### src/rtl/mem_arbiter.sv
`timescale 1ns/1ps
// -----------------------------------------------------------------------------
// mem_arbiter
//   Two-port arbiter/sequencer in front of a 16x8 unified memory. The memory
//   writes synchronously, has a registered read, and updates data_out only on
//   read cycles. Port 0 is the CPU fetch/execute path. Port 1 is the program
//   loader/debug path. The arbiter picks one request and latches that op. It
//   then drives the memory pins and returns read data with a done pulse.
//
//   Sequence: IDLE -> ACCESS -> IDLE          (write, done at T+2)
//             IDLE -> ACCESS -> CAPTURE -> IDLE (read,  done at T+3)
//
//   Configuration macro:
//     MEM_ARB_RR_EN  defined   : round-robin between simultaneous requesters
//                    undefined : fixed priority, port 1 beats port 0
//
// Ports
//   clk, rst              clock (rising edge), asynchronous active-high reset
//   req0/1, we0/1         request (held until gnt), 1 = write / 0 = read
//   addr0/1, wdata0/1     word address and write data per port
//   gnt0/1                one-cycle pulse in the ACCESS cycle of that port's op
//   done0/1               one-cycle pulse when the op completes
//   rdata                 data of the last completed read (held)
//   busy                  sequencer is not idle
//   mem_addr/wdata/we     memory pins (addr/wdata hold the last latched op)
//   mem_rdata             memory registered read data
// -----------------------------------------------------------------------------
module mem_arbiter #(
  parameter int unsigned AW = 4,
  parameter int unsigned DW = 8
) (
  input  logic          clk,
  input  logic          rst,
  input  logic          req0,
  input  logic          req1,
  input  logic          we0,
  input  logic          we1,
  input  logic [AW-1:0] addr0,
  input  logic [AW-1:0] addr1,
  input  logic [DW-1:0] wdata0,
  input  logic [DW-1:0] wdata1,
  output logic          gnt0,
  output logic          gnt1,
  output logic          done0,
  output logic          done1,
  output logic [DW-1:0] rdata,
  output logic          busy,
  output logic [AW-1:0] mem_addr,
  output logic [DW-1:0] mem_wdata,
  output logic          mem_we,
  input  logic [DW-1:0] mem_rdata
);

  typedef enum logic [1:0] {
    IDLE    = 2'd0,
    ACCESS  = 2'd1,
    CAPTURE = 2'd2
  } state_t;

  state_t state, state_nxt;

  logic any_req;
  logic win_port;   // port that wins if the sequencer accepts an op this cycle
  logic lat_port;
  logic lat_we;
  logic done0_nxt, done1_nxt;
  logic capture_rd;
  logic accept;

  assign any_req = req0 | req1;
  assign accept  = (state == IDLE) && any_req;

`ifdef MEM_ARB_RR_EN
  // The pointer holds the port granted last. When both ports request, the
  // other port wins. It resets to 0, so port 1 goes first after reset.
  logic last_port;

  always_comb begin
    if (req0 && req1) win_port = ~last_port;
    else              win_port = req1;
  end

  always_ff @(posedge clk or posedge rst) begin
    if (rst)         last_port <= 1'b0;
    else if (accept) last_port <= win_port;
  end
`else
  assign win_port = req1;
`endif

  // Latch the winning op when it is accepted. mem_addr and mem_wdata come
  // straight from this latch, so they hold their value between ops.
  // NOTE: sequential state uses non-blocking (<=) so every flop samples the
  // pre-edge values regardless of process evaluation order.
  always_ff @(posedge clk or posedge rst) begin
    if (rst) begin
      lat_port  <= 1'b0;
      lat_we    <= 1'b0;
      mem_addr  <= '0;
      mem_wdata <= '0;
    end else if (accept) begin
      lat_port  <= win_port;
      lat_we    <= win_port ? we1    : we0;
      mem_addr  <= win_port ? addr1  : addr0;
      mem_wdata <= win_port ? wdata1 : wdata0;
    end
  end

  // Next-state logic and outputs. gnt* and mem_we are decoded from the
  // state, so an asynchronous reset in ACCESS drops them at once.
  // NOTE: every signal gets a default before the case, so no path leaves
  // one unassigned and no latch is inferred.
  always_comb begin
    state_nxt  = state;
    gnt0       = 1'b0;
    gnt1       = 1'b0;
    mem_we     = 1'b0;
    done0_nxt  = 1'b0;
    done1_nxt  = 1'b0;
    capture_rd = 1'b0;
    case (state)
      IDLE: begin
        if (any_req) state_nxt = ACCESS;
      end
      ACCESS: begin
        gnt0   = (lat_port == 1'b0);
        gnt1   = (lat_port == 1'b1);
        mem_we = lat_we;
        if (lat_we) begin
          state_nxt = IDLE;
          done0_nxt = (lat_port == 1'b0);
          done1_nxt = (lat_port == 1'b1);
        end else begin
          state_nxt = CAPTURE;
        end
      end
      CAPTURE: begin
        // The memory produced mem_rdata at the ACCESS->CAPTURE edge.
        state_nxt  = IDLE;
        capture_rd = 1'b1;
        done0_nxt  = (lat_port == 1'b0);
        done1_nxt  = (lat_port == 1'b1);
      end
      default: state_nxt = IDLE;
    endcase
  end

  always_ff @(posedge clk or posedge rst) begin
    if (rst) begin
      state <= IDLE;
      done0 <= 1'b0;
      done1 <= 1'b0;
      rdata <= '0;
    end else begin
      state <= state_nxt;
      done0 <= done0_nxt;
      done1 <= done1_nxt;
      if (capture_rd) rdata <= mem_rdata;
    end
  end

  assign busy = (state != IDLE);

endmodule
### config.mk
export PLATFORM = sky130hd
export DESIGN_NAME = mem_arbiter
export DESIGN_NICKNAME = d
export VERILOG_FILES = /design/src/rtl/mem_arbiter.sv
export SDC_FILE = /design/constraint.sdc
export NUM_CORES = 1
export LEC_CHECK = 0
export BUFFER_PORTS_ARGS = -buffer_cell sky130_fd_sc_hd__buf_2
export CORE_MARGIN = 2
export CORE_UTILIZATION = 30
export CTS_CLUSTER_DIAMETER = 120
export DETAILED_ROUTE_END_ITERATION = 8
export GPL_TIMING_DRIVEN = 0
export PLACE_DENSITY = 0.61
export SYNTH_ARGS = -nofsm -noshare
export SYNTH_HDL_FRONTEND = slang
export SYNTH_SLANG_ARGS = --single-unit
### constraint.sdc
create_clock -name clk -period 3.2 [get_ports clk]
set_input_delay 0.32 -clock clk [delete_from_list [all_inputs] [get_ports clk]]
set_output_delay 0.32 -clock clk [all_outputs]
set_load 0.05 [all_outputs]
==> results of run 1 <==
-- power groups by stage --
stage | combinational, uW | clock, uW | sequential (uW)
2_1_floorplan | 526 | 0 | 1070
3_3_place_gp | 1280 | 0 | 591
3_5_place_dp | 1300 | 0 | 601
4_1_cts | 1300 | 220 | 594
5_1_grt | 1380 | 234 | 617
6_report | 1290 | 213 | 594
-- logic make-up (layout without fill, tap and decap cells) --
group	after synthesis	after routing
AO/OA/AOI/OAI	38	38
flip-flops	26	26
AND/OR/NAND/NOR	17	17
buffers and inverters	11	78
multiplexers	9	9
adder cells (fa/ha/maj)	4	4
-- state kept, by name, indices dropped and copies added (netlist names) --
signal,cells
lat_port,1
done1,1
rdata,8
state,2
mem_addr,4
lat_we,1
mem_wdata,8
done0,1
-- stage by stage --
step           instance area (sq um)  power (uW)  hold slack (ps)  std cells
2_1_floorplan                   1190        1600              360        105
3_3_place_gp                    1560        1870              484        216
3_5_place_dp                    1560        1900              492        216
4_1_cts                         1620        2120              275        220
5_1_grt                         1620        2230              269        220
6_report                        1620        2100              269        220
-- worst max-delay path, delay by kind of cell, from the launching register on --
kind / cells / cell delay, ps
flip-flops: 1 / 380
buffers and inverters: 5 / 760
adder cells (fa/ha/maj): 1 / 200
-- worst paths after layout --
kind                                      to  cells past startpoint
max in group asynchronous           state[0]                      2
worst max register to register  mem_wdata[1]                      6
min in group clk                    rdata[0]                      2
worst min register to register      rdata[5]                      1
worst min-delay path             mem_addr[0]                      2
worst max-delay path                    busy                      6
-- cell type report --
class	count	area [sq um]
Fill cell	369	2130
Sequential cell	26	651
Multi-Input combinational cell	68	478
Timing Repair Buffer	63	315
Tap cell	48	60.1
Clock buffer	4	55.1
Buffer	5	36.3
Inverter	6	22.5
-- per-layer routing --
metal / up-vias / wire [microns] / track usage, % / part of all wire [%]
met3: 4 / 137 / 1.86 / 4.7
met4: 0 / 58 / 7.91 / 2.0
li1: 521 / - / - / -
met5: - / 0 / 0 / 0
met1: 512 / 1260 / 16.7 / 43
met2: 27 / 1470 / 21.9 / 50
-- Yosys cell counts, types with 2 or more instances --
library cell / instances
nor2_1: 4
o22ai_1: 18
a21oi_1: 15
buf_4: 2
mux2_2: 8
o32ai_1: 4
and2_1: 2
inv_1: 5
nand2_1: 3
nand2b_1: 2
dfrtp_1: 26
buf_2: 2
ha_1: 4
==> flow_metrics.py, run 1 <==
metrics = {
    "synth": {
        "synth_cell_types": 23,
        "synth_edf_count": 0,
        "synth.avg_cell_area_sq_um": 11.3,
        "async_flop_share_pct": 100,
        "ys_ff_latch": 26,
        "seq_area_frac_synth_pct": 54.8,
        "synthSimpleGateAreaFrac_pct": 8.01,
        "yosysWarningCount": 0,
        "synth.area.top_cells": "dfrtp_1, o22ai_1, mux2_2, a21oi_1, ha_1",
        "synthCells": 105,
        "yosys.area.top_type_share_pct": 54.8,
        "muxShareOfSynthArea_pct": 8.43,
        "synth_compound_area_share_pct": 19.6,
        "syn_nets": 147,
        "yosys.area_share.xor_xnor_pct": 0,
        "synthAdderAreaFrac_pct": 4.21,
        "synth_top_family_by_area": "compound AO/OA/AOI/OAI gates",
        "synth_top_cell_by_area": "dfrtp_1",
        "synth_area_sq_mm": 0.00119,
        "synthFlopType": "dfrtp_1",
    },
    "sta": {
        "final-setup-viol-count": 0,
        "worst_slack_ps": 1270,
        "drv_slew": 0,
        "fin_tns_setup_ps": 0,
        "rsz0062_at_grt": "false",
        "period_share_pct": 60.4,
        "worst_pin_slew_ps": 989,
        "slew_headroom_pct": 34.0,
        "finalCriticalPeriod_ps": 1930,
        "hold_violations": 0,
        "max_freq_mhz": 518,
        "clock_skew_ps": 6.25,
    },
    "pwr": {
        "clkPwrFrac_pct": 10.1,
        "p_sw_uw": 1120,
        "power_frac_comb_pct": 61.5,
        "seqPwrFrac_pct": 28.3,
        "p_sw_share_pct": 53.7,
        "internal_power_uw": 971,
        "power.leakage_uw": 0.000808,
        "peakVddDrop_mv": 0.489,
        "power.density_mw_per_mm2": 1300,
    },
    "route": {
        "via_count": 1064,
        "drc_errors": 0,
        "routed_wl_mm": 2.93,
        "firstDrtPassIters": 3,
        "wire_per_inst_microns": 13.3,
        "ant_nets": 0,
        "drtIter0Drc": 19,
        "viasPerCell": 4.84,
    },
    "global_route": {
        "grt.total_usage_pct": 13.4,
        "grt_start_max_net_pins": 27,
        "grt_pass1_vias": 1013,
        "grt-ovfl-total": 0,
        "grt_pass1_wl_mm": 4.44,
        "grt_antenna_before_repair": 0,
    },
    "cts": {
        "cts_tree": "done",
        "clk_path_buf_depth": 2,
        "cts_hold_buf": 0,
        "path_clk_slew_ps": 90,
        "cts_buffers": 3,
        "cts_sinks": 26,
        "cts_resized": 0,
        "postCtsSetupRepairBufs": 0,
        "cts_root_buf": "clkbuf_8",
        "clk_latency_ps": 270,
        "h-tree-depth": 1,
    },
    "cells_and_area": {
        "syn_to_final_growth_pct": 36.2,
        "final_core_utilization_pct": 43.2,
        "final_common_cell": "buf_2",
        "drive_gt1_share_pct": 48.8,
        "layout_common_cells": "buf_2, dfrtp_1, o22ai_1, a21oi_1, mux2_2",
        "nets": 215,
        "antenna_cells": 0,
    },
    "placed_design": {
        "dpl_worst_slack_ps": 1570,
        "finalWeightedCongestion": 0.865,
        "dp_hpwl_mm": 2.30,
        "numPortBuffers": 63,
    },
    "critical_path": {
        "setup.worst_path.start_class": "flip-flop",
        "cp.arrival_ps": 1610,
        "critPathSlowestCell": "dfrtp_1",
        "crit_type": "flip-flop to primary output",
        "end_kind": "primary output",
        "regToRegStartpoint": "state[1]",
        "cp_max_fo": 10,
        "worstPathRequired_ps": 2880,
        "startpoint": "state[0]",
        "crit_chain": "inv_1 -> ha_1 -> buf_4 -> buf_4 -> inv_2 -> buf_2",
        "cpMostUsedCell": "buf_4",
        "reg2reg_slack_ps": 1760,
        "slowest_delay_ps": 380,
    },
    "job": {
        "cap_violations": 0,
    },
    "floorplanning": {
        "rows": 22,
        "io_pins": 64,
        "initial_core_util_pct": 31.7,
        "die_h_microns": 66.9,
        "die_w_microns": 66.9,
        "design.die.area_sq_mm": 0.00448,
        "core_sq_mm": 0.00374,
    },
    "status": {
        "status": "finished clean",
    },
    "min_path": {
        "hold_path_class": "primary input to asynchronous set/reset pin",
    },
}
No activity file was read; power rests on OpenSTA's default activity.
==> run 2, diff against run 1 <==
--- a/config.mk
+++ b/config.mk
@@ -5,13 +5,14 @@
 export SDC_FILE = /design/constraint.sdc
 export NUM_CORES = 1
 export LEC_CHECK = 0
+export ABC_AREA = 1
 export BUFFER_PORTS_ARGS = -buffer_cell sky130_fd_sc_hd__buf_2
 export CORE_MARGIN = 2
 export CORE_UTILIZATION = 30
 export CTS_CLUSTER_DIAMETER = 120
 export DETAILED_ROUTE_END_ITERATION = 8
 export GPL_TIMING_DRIVEN = 0
-export PLACE_DENSITY = 0.61
+export PLACE_DENSITY = 0.6
 export SYNTH_ARGS = -nofsm -noshare
 export SYNTH_HDL_FRONTEND = slang
 export SYNTH_SLANG_ARGS = --single-unit
==> constraint.sdc (replaced) <==
create_clock -name clk -period 2 [get_ports clk]
set_input_delay 0.2 -clock clk [delete_from_list [all_inputs] [get_ports clk]]
set_output_delay 0.2 -clock clk [all_outputs]
set_load 0.05 [all_outputs]
==> run 2 against run 1 <==
- critical path depth is 2 lower
- wire length decreased by 0.75%
- hold slack worse by 130 ps
- clock skew is 2.5 ps lower
- synthesized cell count increased by 60%
==> flow_metrics.py, run 2 <==
metrics = {
    "sta": {
        "rsz0062_at_grt": "false",
        "finalCriticalPeriod_ps": 1640,
        "clock_skew_ps": 3.80,
        "slew_headroom_pct": 34.9,
        "fin_tns_setup_ps": 0,
        "drv_slew": 0,
        "worst_pin_slew_ps": 975,
        "period_share_pct": 81.8,
        "holdWs_ps": 138,
        "max_freq_mhz": 611,
        "hold_violations": 0,
        "final-setup-viol-count": 0,
    },
    "critical_path": {
        "end_kind": "primary output",
        "regToRegStartpoint": "state[0]",
        "cp.arrival_ps": 1440,
        "startpoint": "state[0]",
        "setup.worst_path.start_class": "flip-flop",
        "worstPathRequired_ps": 1800,
        "cp_max_fo": 5,
        "crit_type": "flip-flop to primary output",
    },
    "synth": {
        "synthSimpleGateAreaFrac_pct": 36.3,
        "yosys.area.top_type_share_pct": 50.9,
        "synthAdderAreaFrac_pct": 3.92,
        "yosysWarningCount": 0,
        "syn_nets": 210,
        "synth.area.top_cells": "dfrtp_1, nand2_1, ha_1, inv_1, buf_4",
        "seq_area_frac_synth_pct": 50.9,
        "synth.most_common_cell": "nand2_1",
        "synth_compound_area_share_pct": 2.45,
        "ys_ff_latch": 26,
        "synthCells": 168,
        "synth_common_cells": "nand2_1, dfrtp_1, inv_1",
        "synth_top_cell_by_area": "dfrtp_1",
        "synth_edf_count": 0,
        "synth.avg_cell_area_sq_um": 7.60,
        "synthFlopType": "dfrtp_1",
        "synth_area_sq_mm": 0.00128,
        "synth_top_family_by_area": "simple AND/OR/NAND/NOR gates",
        "muxShareOfSynthArea_pct": 0,
        "yosys.area_share.xor_xnor_pct": 0,
        "async_flop_share_pct": 100,
        "synth_cell_types": 15,
    },
    "cts": {
        "postCtsSetupRepairBufs": 0,
        "cts_sinks": 26,
        "cts_tree": "done",
        "cts_hold_buf": 0,
        "cts_root_buf": "clkbuf_8",
        "clk_path_buf_depth": 2,
        "path_clk_slew_ps": 90,
        "clk_latency_ps": 260,
        "cts_resized": 0,
        "h-tree-depth": 1,
        "cts_buffers": 3,
    },
    "pwr": {
        "p_sw_share_pct": 54.7,
        "power.leakage_uw": 0.00106,
        "power_frac_comb_pct": 59.0,
        "seqPwrFrac_pct": 29.9,
        "total_power_uw": 3010,
        "p_sw_uw": 1650,
        "peakVddDrop_mv": 0.463,
        "clkPwrFrac_pct": 11.1,
        "power.density_mw_per_mm2": 1770,
        "internal_power_uw": 1370,
    },
    "route": {
        "wire_per_inst_microns": 10.2,
        "dr_wl_met2_mm": 1.33,
        "viasPerCell": 4.14,
        "drc_errors": 0,
        "firstDrtPassIters": 4,
        "met3_length_microns": 175,
        "top_layer": "met4",
        "routed_wl_mm": 2.91,
        "via_count": 1175,
        "ant_nets": 0,
        "met1_length_mm": 1.38,
        "drtIter0Drc": 34,
    },
    "placed_design": {
        "finalWeightedCongestion": 0.750,
        "numPortBuffers": 62,
        "dp_hpwl_mm": 2.20,
    },
    "floorplanning": {
        "die_h_microns": 69.3,
        "core_sq_mm": 0.00406,
        "io_pins": 64,
        "die_w_microns": 69.3,
        "initial_core_util_pct": 31.5,
        "rows": 23,
        "design.die.area_sq_mm": 0.00480,
    },
    "global_route": {
        "grt_antenna_before_repair": 0,
        "grt-ovfl-total": 0,
        "grt_start_max_net_pins": 27,
        "grt_pass1_vias": 1125,
        "grt.total_usage_pct": 13.1,
        "grt_pass1_wl_mm": 5.13,
    },
    "job": {
        "cap_violations": 0,
    },
    "cells_and_area": {
        "layout_common_cells": "nand2_1, buf_2, dfrtp_1, inv_1",
        "final_common_cell": "nand2_1",
        "nets": 277,
        "final_core_utilization_pct": 42.0,
        "drive_gt1_share_pct": 33.8,
        "reg.largest.list": "mem_wdata x8, rdata x8, mem_addr x4",
        "fillers": 438,
        "syn_to_final_growth_pct": 33.5,
        "antenna_cells": 0,
    },
    "status": {
        "status": "finished clean",
    },
    "min_path": {
        "hold_start": "mem_rdata[7]",
        "hold_path_class": "primary input to flip-flop",
    },
}
-- run 2: changes by cell type in the layout (fill, tap and decap cells not counted), moves of 4 or more --
cell	change
o22ai_1	-18
a21oi_1	-12
mux2_2	-8
nand2_1	+108
o32ai_1	-4
-- run 2: stage by stage --
step / instance area, sq um / setup WS, ps / instances
finish: 1710 / 364 / 284
global route: 1710 / 276 / 284
CTS: 1710 / 360 / 284
detailed placement: 1650 / 548 / 280
global placement: 1650 / 562 / 280
floorplan: 1280 / 492 / 168
-- run 2: per-layer routing --
| metal | GRT usage, % | up-vias |
|---|---|---|
| met2 | 20.8 | 42 |
| met4 | 3.27 | 0 |
| met1 | 18.2 | 504 |
| met3 | 2.91 | 2 |
| li1 | - | 627 |
| met5 | 0 | - |
-- run 2: cell families (layout without fill, tap and decap cells) --
| kind of cell | after synthesis | after routing |
|---|---|---|
| flops | 26 | 26 |
| buf+inv | 16 | 82 |
| compound gates | 4 | 4 |
| simple gates | 118 | 118 |
| fa+ha+maj | 4 | 4 |
-- run 2: critical path: stages (launching register included) --
cell and delay, ps:
dfrtp_1 410, inv_1 110, ha_1 330, inv_2 100, buf_2 220
-- run 2: final cells by class --
class | instances | area (sq um) | area share (%)
multi-input combinational | 126 | 546 | 32.0
clock buffer | 4 | 55.1 | 3.23
inverter | 10 | 37.5 | 2.20
tap | 50 | 62.6 | 3.67
buffer | 6 | 43.8 | 2.57
timing repair buffer | 62 | 310 | 18.2
sequential | 26 | 651 | 38.2
-- run 2: worst paths after layout --
kind | endpoint | slack, ps | cells after the start
min | rdata[7] | 140 | 3
max | busy | 360 | 4
min in group asynchronous | rdata[1] | 150 | 2
min reg2reg | rdata[1] | 470 | 2
max reg2reg | mem_wdata[1] | 550 | 7
max in group asynchronous | mem_wdata[2] | 1260 | 2
-- run 2: power groups by stage --
stage / registers [uW] / logic (uW) / clock network [uW]
2_1_floorplan: 1620 / 661 / 0
3_3_place_gp: 900 / 1790 / 0
3_5_place_dp: 916 / 1800 / 0
4_1_cts: 906 / 1800 / 349
5_1_grt: 933 / 1940 / 373
6_report: 901 / 1780 / 334
